`src/rtl/rank_order_decoder_if.sv`:
```
// Handshake and data bundle between a rank-order list source and the decoder.
interface rank_order_decoder_if #(
    parameter int unsigned IMAGE_SIZE = 5,
    parameter int unsigned PIXEL_BITS = 4
);
    logic [PIXEL_BITS:0] sorted_indexes [IMAGE_SIZE];
    logic                new_list;
    logic [PIXEL_BITS:0] image          [IMAGE_SIZE];
    logic                done;
    logic                error;

    modport master (output sorted_indexes, output new_list,
                    input  image, input done, input error);
    modport slave  (input  sorted_indexes, input  new_list,
                    output image, output done, output error);
endinterface

```
`src/rtl/rank_order_decoder.sv`:
```
// Rebuilds an intensity image from a rank-ordered pixel index list, one rank per clock;
// the image and error flag are committed together when the whole list has been walked.
module rank_order_decoder #(
    parameter int unsigned IMAGE_SIZE      = 5,
    parameter int unsigned PIXEL_MAX_VALUE = 10,
    parameter int unsigned RANK_STEP       = 2
) (
    input  logic                 CLK,
    input  logic                 RST,
    rank_order_decoder_if.slave  bus
);
    localparam int unsigned IMAGE_SIZE_BITS = $clog2(IMAGE_SIZE);
    localparam int unsigned PIXEL_BITS      = $clog2(PIXEL_MAX_VALUE);
    localparam int unsigned PW              = PIXEL_BITS + 1;
    localparam int unsigned RW              = IMAGE_SIZE_BITS;
    localparam int unsigned PROD_MAX        = (IMAGE_SIZE - 1) * RANK_STEP;
    localparam int unsigned VAL_MAX         = (PROD_MAX > PIXEL_MAX_VALUE) ? PROD_MAX : PIXEL_MAX_VALUE;
    localparam int unsigned VW              = $clog2(VAL_MAX + 1);

    typedef enum logic [1:0] {IDLE, CLEAR, DECODE, COMMIT} state_e;

    state_e                state_q, state_d;
    logic [RW-1:0]         rank_q, rank_d;
    logic [PW-1:0]         buf_q   [IMAGE_SIZE];
    logic [PW-1:0]         buf_d   [IMAGE_SIZE];
    logic [PW-1:0]         image_q [IMAGE_SIZE];
    logic [PW-1:0]         image_d [IMAGE_SIZE];
    logic [IMAGE_SIZE-1:0] mask_q, mask_d;
    logic                  err_acc_q, err_acc_d;
    logic                  error_q, error_d;
    logic                  done_q, done_d;

    logic [PW-1:0]         idx;
    logic [IMAGE_SIZE-1:0] hit;
    logic [VW-1:0]         prod;
    logic [PW-1:0]         val;
    logic                  in_range;
    logic                  dup;

    // Current rank's index as a one-hot pixel select (all zero when out of range) and its intensity.
    always_comb begin
        idx = '0;
        hit = '0;
        for (int unsigned i = 0; i < IMAGE_SIZE; i++) begin
            if (rank_q == RW'(i)) idx = bus.sorted_indexes[i];
        end
        for (int unsigned i = 0; i < IMAGE_SIZE; i++) begin
            hit[i] = (32'(idx) == i);
        end
        in_range = |hit;
        dup      = |(hit & mask_q);
        prod     = VW'(rank_q) * VW'(RANK_STEP);
        val      = (prod >= VW'(PIXEL_MAX_VALUE)) ? '0 : PW'(VW'(PIXEL_MAX_VALUE) - prod);
    end

    always_comb begin
        state_d   = state_q;
        rank_d    = rank_q;
        buf_d     = buf_q;
        image_d   = image_q;
        mask_d    = mask_q;
        err_acc_d = err_acc_q;
        error_d   = error_q;
        done_d    = 1'b0;
        case (state_q)
            IDLE: begin
                if (bus.new_list) state_d = CLEAR;
            end
            CLEAR: begin
                for (int unsigned i = 0; i < IMAGE_SIZE; i++) buf_d[i] = '0;
                mask_d    = '0;
                rank_d    = '0;
                err_acc_d = 1'b0;
                state_d   = DECODE;
            end
            DECODE: begin
                // First (brightest) writer of a pixel wins; bad or repeated indexes only flag.
                if (!in_range || dup) begin
                    err_acc_d = 1'b1;
                end else begin
                    for (int unsigned i = 0; i < IMAGE_SIZE; i++) begin
                        if (hit[i]) buf_d[i] = val;
                    end
                    mask_d = mask_q | hit;
                end
                rank_d = rank_q + RW'(1);
                if (rank_q == RW'(IMAGE_SIZE - 1)) state_d = COMMIT;
            end
            COMMIT: begin
                image_d = buf_q;
                error_d = err_acc_q;
                done_d  = 1'b1;
                state_d = IDLE;
            end
            default: state_d = IDLE;
        endcase
    end

    always_ff @(posedge CLK or posedge RST) begin
        if (RST) begin
            state_q   <= IDLE;
            rank_q    <= '0;
            buf_q     <= '{default: '0};
            image_q   <= '{default: '0};
            mask_q    <= '0;
            err_acc_q <= 1'b0;
            error_q   <= 1'b0;
            done_q    <= 1'b0;
        end else begin
            state_q   <= state_d;
            rank_q    <= rank_d;
            buf_q     <= buf_d;
            image_q   <= image_d;
            mask_q    <= mask_d;
            err_acc_q <= err_acc_d;
            error_q   <= error_d;
            done_q    <= done_d;
        end
    end

    assign bus.image = image_q;
    assign bus.done  = done_q;
    assign bus.error = error_q;
endmodule
```
`src/flat_wrapper.sv`:
```
// flat-port wrapper written by rule: the top's interface ports become plain ports
module rank_order_decoder_flat 
#(
    parameter int unsigned IMAGE_SIZE      = 5,
    parameter int unsigned PIXEL_MAX_VALUE = 10,
    parameter int unsigned RANK_STEP       = 2
)
  (CLK, RST, bus_sorted_indexes, bus_new_list, bus_image, bus_done, bus_error);
  rank_order_decoder_if #(.IMAGE_SIZE(IMAGE_SIZE)) bus_i ();
  input  logic CLK;
  input  logic RST;
  input wire logic [$bits(bus_i.sorted_indexes)-1:0] bus_sorted_indexes;
  input wire logic [$bits(bus_i.new_list)-1:0] bus_new_list;
  output wire logic [$bits(bus_i.image)-1:0] bus_image;
  output wire logic [$bits(bus_i.done)-1:0] bus_done;
  output wire logic [$bits(bus_i.error)-1:0] bus_error;
  assign bus_i.sorted_indexes = {>>{bus_sorted_indexes}};
  assign bus_i.new_list = bus_new_list;
  assign bus_image = {>>{bus_i.image}};
  assign bus_done = bus_i.done;
  assign bus_error = bus_i.error;
  rank_order_decoder #(.IMAGE_SIZE(IMAGE_SIZE), .PIXEL_MAX_VALUE(PIXEL_MAX_VALUE), .RANK_STEP(RANK_STEP)) u_core (.CLK(CLK), .RST(RST), .bus(bus_i));
endmodule
```
`config.mk`:
```
export PLATFORM = sky130hd
export DESIGN_NAME = rank_order_decoder_flat
export DESIGN_NICKNAME = d
export VERILOG_FILES = /design/src/rtl/rank_order_decoder_if.sv /design/src/rtl/rank_order_decoder.sv /design/src/flat_wrapper.sv
export SDC_FILE = /design/constraint.sdc
export NUM_CORES = 1
export LEC_CHECK = 0
export BUFFER_PORTS_ARGS = -buffer_cell sky130_fd_sc_hd__clkbuf_2
export CORE_MARGIN = 10
export CORE_UTILIZATION = 35
export CTS_BUF_LIST = sky130_fd_sc_hd__clkbuf_4
export CTS_CLUSTER_SIZE = 14
export DETAILED_ROUTE_END_ITERATION = 10
export PLACE_DENSITY = 0.62
export RECOVER_POWER = 100
export SLEW_MARGIN = 20
export SYNTH_ARGS = -nofsm -noshare
export SYNTH_HDL_FRONTEND = slang
export SYNTH_SLANG_ARGS = --single-unit
```
`constraint.sdc`:
```
create_clock -name CLK -period 7.5 [get_ports CLK]
set_input_delay 0.75 -clock CLK [delete_from_list [all_inputs] [get_ports CLK]]
set_output_delay 0.75 -clock CLK [all_outputs]
set_load 0.005 [all_outputs]
```
=== Word-level counts from Yosys, hierarchy flattened ===
Index checks and enable logic that the tools add are counted.

* Add/sub/neg operators: 2
* Multiply operators: 0
* Divide/modulo/power cells: 0
* $lt $le $gt $ge: 1
* Eq/ne operators: 20
* Shift operators: 0
* Multiplexer cells: 22
* Bitwise operators: 2
* Reductions and logical operators: 16

{| class="wikitable"
|+ Operators with widths
! cell !! number
|-
| $mux 5 || 12
|-
| $pmux 25 s2 || 1
|-
| $mux 25 || 1
|-
| $reduce_and 3->1 || 5
|-
| $ne 2x1->1 const B || 7
|-
| $eq 5x2->1 const B || 2
|-
| $pmux 5 s2 || 1
|-
| $reduce_or 5->1 || 2
|-
| $pmux 2 s4 || 1
|-
| $eq 3x2->1 const B || 2
|-
| $pmux 3 s2 || 1
|-
| $reduce_and 2->1 || 3
|-
| $and 5x5->5 || 1
|-
| $eq 5x1->1 const B || 1
|-
| $eq 5x3->1 const B || 1
|-
| $logic_not 5->1 || 1
|-
| $or 5x5->5 || 1
|-
| $sub 4x4->5 const A || 1
|-
| $eq 2x2->1 const B || 2
|-
| $ge 4x4->1 const B || 1
|-
| $mux 2 || 2
|-
| $ne 2x2->1 const B || 2
|-
| $add 3x1->3 const B || 1
|-
| $eq 3x1->1 const B || 1
|-
| 9 further kinds || 10
|}

* Bits in registers: 63
* Bits in latches: 0
* RAM bits: 0
* Bits in read-only memories: 0
* Input bits: 28
* Output and inout port bits: 27
* Word-level logic and storage cells: 79
* Memories: 0

=== Depth between registers and ports, before layout ===
Gate-level depths: netlist of the first run.

* Depth after elaboration: 12
* Depth in mapped cells: 10
* Gate-level depth less buffers: 8

=== Worst setup path before layout of the first run ===
Ideal clock, no wire load.

* Kind: register to register
* From: register u_core.rank_q[0]
* To: register u_core.buf_q[11] (netlist bit)
* Library setup time: 0.126 ns
* Arrival time: 2.438 ns
* Data required time: 7.374 ns
* Path slack: 4.936 ns
* Cell stages (with the launch flop): 9
* Path buffers: 1
* Period minus slack after synthesis: 2.564 ns
* Path through: dfrtp_1 > ha_1 > ha_1 > buf_6 > or2_4 > o32ai_4 > nand4_4 > or3_4 > a311o_1

* Word-level cells in the longest chain between the ends: 12
* Elaborated cells between the ends (all ways): 29
* Classes of those cells: add/sub (1); order compare (1); eq/ne (10); mux (9); bitwise (1); reduce/logical (7)

{| class="wikitable"
|+ RTL lines
! element !! RTL line !! source
|-
| start: declaration || rank_order_decoder.sv:23 || <nowiki>logic [RW-1:0] rank_q, rank_d;</nowiki>
|-
| start signal: assignment || rank_order_decoder.sv:111 || <nowiki>rank_q <= rank_d;</nowiki>
|-
| $logic_not 3->1 || rank_order_decoder.sv:45 || <nowiki>if (rank_q == RW'(i)) idx = bus.sorted_indexes[i];</nowiki>
|-
| $mux 5 (5 in a row) || rank_order_decoder.sv:45 ||
|-
| $eq 5x1->1 (tied with other cells) || rank_order_decoder.sv:48 || <nowiki>hit[i] = (32'(idx) == i);</nowiki>
|-
| $and 5x5->5 / $reduce_or 5->1 (equally long branches) || rank_order_decoder.sv:51, rank_order_decoder.sv:50 ||
|-
| $reduce_or 5->1 / $logic_not 1->1 (equally long branches) || rank_order_decoder.sv:51, rank_order_decoder.sv:78 ||
|-
| $logic_or 1x1->1 || rank_order_decoder.sv:78 || <nowiki>if (!in_range || dup) begin</nowiki>
|-
| $ne 2x2->1 (no source line) || -- ||
|-
| $reduce_and 3->1 (no source line) || -- ||
|-
| end signal: assignment || rank_order_decoder.sv:112 || <nowiki>buf_q <= buf_d;</nowiki>
|-
| end: declaration || rank_order_decoder.sv:24 || <nowiki>logic [PW-1:0] buf_q [IMAGE_SIZE];</nowiki>
|}

Several ways; a longest one is shown, not always the timed one. The select of a mux whose other input is x is not followed.
A chain may end at the register's enable or synchronous reset.

=== Worst setup path after layout of the first run ===
* From: register u_core.rank_q[2]
* To: register u_core.buf_q[4] (netlist bit)

Same word-level chain as after synthesis.

==> results of run 1 <==
## cell usage after synthesis, types with 3 or more instances
library cell,count
nand4_4,3
nand3b_1,3
o221ai_1,7
or2_1,3
nand2_1,18
a21boi_1,4
and3_1,3
ha_1,9
o21ai_1,5
o311ai_0,4
a2bb2oi_1,3
inv_1,18
o21ai_0,9
a311o_1,4
o211ai_1,5
nor2b_1,8
a21oi_1,4
nand3_1,5
mux2_2,22
dfrtp_1,53
clkbuf_1,7
nor2_1,7
buf_4,6
buf_6,3
## kinds of logic (layout without fill, tap and decap cells)
family / count (synthesis) / after routing / synth area share (%)
muxes: 24 / 24 / 9.288
buffers and inverters: 35 / 75 / 6.163
and+or+nand+nor: 69 / 69 / 15.54
DFF: 53 / 53 / 46.01
other: 1 / 5 / 0.1301
adders and majority gates: 9 / 9 / 3.906
AOI/OAI and AO/OA: 61 / 61 / 18.97
## registers in the layout, indices dropped and copies added (netlist names)
signal            count
u_core.state_q        2
u_core.mask_q         5
u_core.bus.image     20
u_core.buf_q         20
u_core.err_acc_q      1
u_core.bus.done       1
u_core.rank_q         3
u_core.bus.error      1
## cell usage in the layout (no fill, tap or decap), drive strengths merged, types with 5 or more instances in the layout
master,instances
o221ai,7
nand2,19
conb,5
clkbuf,55
nand3,5
inv,17
ha,9
o211ai,5
nor2,9
o21ai,14
nor2b,8
mux2,22
dfrtp,53
## stage by stage
stage	power [mW]	std cells	util (%)	setup WS, ns
floorplan	0.9075	256	-	4.936
CTS	1.188	401	39.59	4.390
global route	1.205	401	38.41	3.706
detailed placement	1.065	394	38.99	4.412
finish	1.108	401	38.41	4.010
global placement	1.047	394	38.99	4.517
## power by group
part	internal, mW	leakage (nW)	switching (mW)
Combinational	0.212	0.667	0.363
Sequential	0.358	0.728	0.0535
Clock	0.0339	0.0247	0.0882
Total	0.604	1.42	0.504
## cell type report
cell class | count | share of cell area [%]
multi-input combinational | 168 | 42.53
sequential | 53 | 42.45
timing repair buffer | 50 | 7.088
tap | 105 | 4.205
inverter | 18 | 2.163
clock buffer | 5 | 1.201
clock inverter | 2 | 0.3604
## layer usage
metal | global-route usage [%] | share of wire, % | up-vias
li1 | - | - | 998
met1 | 15.56 | 52 | 1040
met2 | 15.57 | 42 | 66
met3 | 2.922 | 5.6 | 7
met4 | 2.517 | 0.72 | 0
met5 | 0 | 0 | -
## how the worst min path moves through the flow
stage / from / endpoint / slack (ns) / cells after the start
after global routing: u_core.bus.image[22] / u_core.bus.image[22] / 0.54 / 1
after detailed placement: u_core.bus.image[22] / u_core.bus.image[22] / 0.50 / 1
after global placement: u_core.bus.image[4] / u_core.bus.image[4] / 0.49 / 1
after CTS: u_core.bus.image[22] / u_core.bus.image[22] / 0.53 / 1
after floorplan: u_core.mask_q[1] / u_core.mask_q[1] / 0.46 / 2
final: u_core.bus.image[1] / u_core.bus.image[1] / 0.52 / 1
==> results.py, run 1 <==
metrics = {
    "worst_setup_path": {
        "critPathKind": "register to register",
        "critPathCaptureType": "register",
        "cp_slowest_stage_delay_ns": 0.85,
        "r2r-end": "u_core.buf_q[4]",
        "worst-path-buf-inv": 1,
        "crit_fanout": 13,
        "crit_chain": "inv_1 -> ha_1 -> nor2b_1 -> or4_1 -> a2111oi_0 -> nand4_4 -> nand2_1 -> a21boi_0",
        "path_delay_family": "simple AND/OR/NAND/NOR gates",
        "reg2reg_setup_slack_ns": 4.01,
        "worstSetupEndpoint": "u_core.buf_q[4]",
        "slowest_stage": "a2111oi_0",
        "rr_worst_depth": 8,
        "cp.required_ns": 7.73,
        "crit_start": "u_core.rank_q[2]",
        "crit_arrival_ns": 3.72,
        "startpoint_type": "register",
        "cp_num_cells": 8,
        "r2r-start": "u_core.rank_q[2]",
    },
    "floorplanning": {
        "rows": 33,
        "die_h_um": 110.8,
        "die_w_um": 110.8,
        "start_util_pct": 35.44,
        "dieArea_um2": 12270,
        "ios": 55,
        "coreArea_um2": 8134,
    },
    "clock_tree": {
        "postCtsSetupBuffers": 0,
        "clock_sinks": 53,
        "cts-root-buf": "clkbuf_4",
        "cts_buffers": 5,
        "clkLatencyLatePin_ns": 0.37,
        "ctsResizeCount": 0,
        "cts_tree": "built",
        "clk_pin_slew_ns": 0.15,
        "holdBufCountCts": 0,
        "h-tree-depth": 2,
        "cts_max_path_buffers": 2,
    },
    "synth": {
        "async_flop_share_pct": 100.0,
        "synth_seq_area_share_pct": 46.01,
        "avgSynthCellArea_um2": 11.44,
        "synthFlopType": "dfrtp_1",
        "ys_top_cells_by_area": "dfrtp_1 46%, mux2_2 8.6%, ha_1 3.9%",
        "syn_inst": 252,
        "ys_ff_latch": 53,
        "synth_area_um2": 2883,
        "synth_edf_count": 0,
        "yosysTopAreaCellShare_pct": 46.01,
        "ys.warnings.count": 0,
        "ys_types": 56,
        "yosys.area.top_type": "dfrtp_1",
    },
    "outcome": {
        "status": "complete, but fails checks",
        "violations": "capacitance limit, slew limit",
    },
    "routing": {
        "first_pass_iters": 4,
        "ant_nets": 0,
        "drt-initial-drc-count": 102,
        "drc_errors": 0,
        "num_vias": 2111,
        "via_per_inst": 5.264,
        "wl_mm": 6.674,
        "wl_per_cell_um": 16.64,
    },
    "timing": {
        "finalSetupTns_ns": 0,
        "tightest_slew_ns": 2.762,
        "maxSlewHeadroom_pct": -84.17,
        "timing.final.crit_share_pct": 46.53,
        "max_freq_mhz": 286.5,
        "rsz0062_at_grt": "no",
        "slew_viol_final": 54,
        "hold_viol": 0,
        "setup_viol": 0,
        "whs_ns": 0.5222,
        "clock_skew_ns": 0.009019,
        "fin_crit_ns": 3.490,
    },
    "min_path": {
        "hp-class": "register to register",
    },
    "placed_design": {
        "hpwl_mm": 4.951,
        "placed_area_um2": 3172,
        "globalplace.congestion": 0.8299,
        "io_buffers": 49,
    },
    "layout": {
        "num-fill-cells": 837,
        "seq_area_um2": 1326,
        "multi_input_area_um2": 1329,
        "drive_gt1_share_pct": 22.64,
        "final_area_um2": 3124,
        "area_growth_pct": 8.377,
        "diodes": 0,
        "finish.net_count": 333,
    },
    "pwr": {
        "powerDensity_nw_per_um2": 354.7,
        "ir_worst_vdd_uv": 136.2,
        "power_leakage_nw": 1.419,
    },
    "grt": {
        "antenna_found_initial": 0,
        "grt_max_degree": 54,
        "grt_pass1_wl_mm": 11.34,
        "overflow": 0,
        "grt_use_total_pct": 10.82,
        "first_global_vias": 2169,
    },
    "flow_run": {
        "cap_violations": 1,
    },
}
Power figures use the tool's default switching activity.
==> run 2, diff against run 1 <==
--- a/config.mk
+++ b/config.mk
@@ -5,6 +5,7 @@
 export SDC_FILE = /design/constraint.sdc
 export NUM_CORES = 1
 export LEC_CHECK = 0
+export ABC_AREA = 1
 export BUFFER_PORTS_ARGS = -buffer_cell sky130_fd_sc_hd__clkbuf_2
 export CORE_MARGIN = 10
 export CORE_UTILIZATION = 35
==> constraint.sdc (replaced) <==
create_clock -name CLK -period 3.4 [get_ports CLK]
set_input_delay 0.34 -clock CLK [delete_from_list [all_inputs] [get_ports CLK]]
set_output_delay 0.34 -clock CLK [all_outputs]
set_load 0.005 [all_outputs]
==> run 2 against run 1 <==
Against the previous run:
- the flow still finishes with violations (capacitance limit, slew limit)
- clock-buffer cell count rose by 2
- sequential share of layout area is 0.12 points higher
- clock skew rose by 0.0087 ns
- clock power increased by 140%
==> results.py, run 2 <==
metrics = {
    "synth": {
        "ys_ff_latch": 53,
        "ys_types": 30,
        "synth_edf_count": 0,
        "synthFlopType": "dfrtp_1",
        "async_flop_share_pct": 100.0,
        "avgSynthCellArea_um2": 8.959,
        "synth_area_um2": 2849,
        "ys.warnings.count": 0,
        "synth.most_common_cell": "nand2_1",
        "synth_seq_area_share_pct": 46.55,
        "yosys.area.top_type": "dfrtp_1",
        "yosysTopAreaCellShare_pct": 46.55,
        "ys_top_cells_by_area": "dfrtp_1 47%, nand2_1 11%, mux2_2 7.9%",
        "syn_inst": 318,
        "ys_top_cells_by_count": "85 x nand2_1, 53 x dfrtp_1, 29 x inv_1, 20 x mux2_2, 20 x nor2_1",
    },
    "worst_setup_path": {
        "critPathMostFrequentCell": "nand2_1",
        "cp_slowest_stage_delay_ns": 0.52,
        "critPathCaptureType": "register",
        "crit_fanout": 22,
        "cp.required_ns": 3.66,
        "crit_arrival_ns": 3.07,
        "slowest_stage": "dfrtp_1",
        "startpoint_type": "register",
        "critPathKind": "register to register",
        "crit_chain": "inv_4 -> ha_1 -> clkinv_1 -> nand2_1 -> clkinv_1 -> nand2_1 -> nand2_2 -> nand2_1 -> nand2_2 -> nor2_1 -> nand2_1 -> o21ai_0 -> nand2_2 -> nand2_4 -> nand3_1 -> nand2_1 -> nand2_1",
    },
    "layout": {
        "final_cell_mix": "87 x nand2_1, 53 x dfrtp_1, 32 x clkbuf_2, 28 x inv_1, 21 x nor2_1",
        "diodes": 0,
        "fin_util_pct": 39.90,
        "final_common_cell": "nand2_1",
        "area_growth_pct": 9.354,
        "drive_gt1_share_pct": 22.68,
        "finish.net_count": 402,
        "num-fill-cells": 802,
    },
    "flow_run": {
        "cap_violations": 1,
    },
    "pwr": {
        "power_leakage_nw": 1.705,
        "ir_worst_vdd_uv": 217.9,
        "total_power_mw": 2.686,
        "powerDensity_nw_per_um2": 862.1,
    },
    "placed_design": {
        "place_ws_ns": 0.7376,
        "globalplace.congestion": 0.8238,
        "hpwl_mm": 4.765,
        "io_buffers": 49,
    },
    "grt": {
        "grt_use_total_pct": 9.976,
        "grt_pass1_wl_mm": 9.860,
        "overflow": 0,
        "first_global_vias": 2123,
        "antenna_found_initial": 0,
        "grt_max_degree": 54,
    },
    "routing": {
        "ant_nets": 0,
        "num_vias": 2164,
        "drc_errors": 0,
        "drt-initial-drc-count": 85,
        "via_per_inst": 4.624,
        "wl_mm": 6.056,
        "first_pass_iters": 4,
        "wl_per_cell_um": 12.94,
    },
    "timing": {
        "timing.final.crit_share_pct": 82.73,
        "rsz0062_at_grt": "no",
        "hold_viol": 0,
        "maxSlewHeadroom_pct": -50.90,
        "worst_slack_ns": 0.5870,
        "setup_viol": 0,
        "max_freq_mhz": 355.5,
        "tightest_slew_ns": 2.251,
        "slew_viol_final": 54,
        "fin_crit_ns": 2.813,
        "clock_skew_ns": 0.01774,
        "finalSetupTns_ns": 0,
    },
    "floorplanning": {
        "die_w_um": 110.2,
        "start_util_pct": 36.49,
        "die_h_um": 110.2,
        "rows": 32,
        "coreArea_um2": 7807,
        "dieArea_um2": 12150,
        "ios": 55,
    },
    "clock_tree": {
        "cts_tree": "built",
        "ctsResizeCount": 0,
        "cts-root-buf": "clkbuf_4",
        "clk_pin_slew_ns": 0.15,
        "h-tree-depth": 2,
        "clkLatencyLatePin_ns": 0.37,
        "postCtsSetupBuffers": 0,
        "cts_max_path_buffers": 2,
        "cts_buffers": 5,
        "clock_sinks": 53,
        "holdBufCountCts": 0,
    },
    "outcome": {
        "violations": "capacitance limit, slew limit",
        "status": "complete, but fails checks",
    },
    "min_path": {
        "hp-class": "primary input to register",
    },
}
[run 2: cell types whose count changed after synthesis, sizes merged, moves of 8 or more]
cell	previous run	this run
nand2	19	100
nand4	3	19
nor2	9	25
inv	18	33
nand3	5	14
nor2b	8	0
[run 2: layout make-up]
| class | count | area [um^2] | area share [%] |
|---|---|---|---|
| sequential | 53 | 1326 | 42.57 |
| clock inverter | 1 | 7.507 | 0.2410 |
| tap | 102 | 127.6 | 4.096 |
| multi-input combinational | 218 | 1231 | 39.52 |
| clock buffer | 7 | 52.55 | 1.687 |
| inverter | 38 | 146.4 | 4.699 |
| timing repair buffer | 49 | 224.0 | 7.189 |
[run 2: layer usage]
layer / vias up / track usage (%) / routed length [um]
li1: 1110 / - / -
met1: 1017 / 11.09 / 2475
met2: 29 / 18.04 / 3218
met3: 8 / 2.438 / 263
met4: 0 / 3.670 / 98
met5: - / 0 / 0
[run 2: report_power, final]
group | internal, mW | leakage (nW) | switching (mW)
clock | 0.0981 | 0.0324 | 0.192
combinational | 0.489 | 0.959 | 0.989
sequential | 0.807 | 0.714 | 0.111
total | 1.39 | 1.71 | 1.29
[run 2: worst max-delay path, delay by kind of cell, from the launching register on]
family / cells / cell delay [ns]
flops: 1 / 0.52
compound gates: 1 / 0.21
buf+inv: 3 / 0.43
fa+ha+maj: 1 / 0.18
simple gates: 12 / 1.36
[run 2: worst paths after layout]
kind	startpoint	endpoint	slack, ns	depth (start not counted)
setup / recovery	u_core.rank_q[2]	u_core.buf_q[17]	0.59	17
max in group asynchronous	RST	u_core.mask_q[0]	1.85	2
setup reg to reg	u_core.rank_q[2]	u_core.buf_q[17]	0.59	17
min in group asynchronous	RST	u_core.buf_q[14]	0.53	2
hold reg to reg	u_core.buf_q[9]	u_core.buf_q[9]	0.48	2
hold / removal	bus_new_list	u_core.state_q[1]	0.34	4
[run 2: metrics by stage]
step                area (um^2)  hold WS (ns)  cells
finish                     3115        0.3442    468
global route               3115        0.3698    468
CTS                        3202        0.2355    468
detailed placement         3142        0.4537    460
global placement           3142        0.4513    460
floorplan                  2864        0.4307    322
[run 2: cells by family after synthesis]
logic type | Yosys count | synth area share [%]
buf+inv | 51 | 8.432
flops | 53 | 46.55
mux | 20 | 7.905
other cells | 1 | 0.1316
simple gates | 161 | 28.37
fa+ha+maj | 9 | 3.953
compound gates | 23 | 4.655
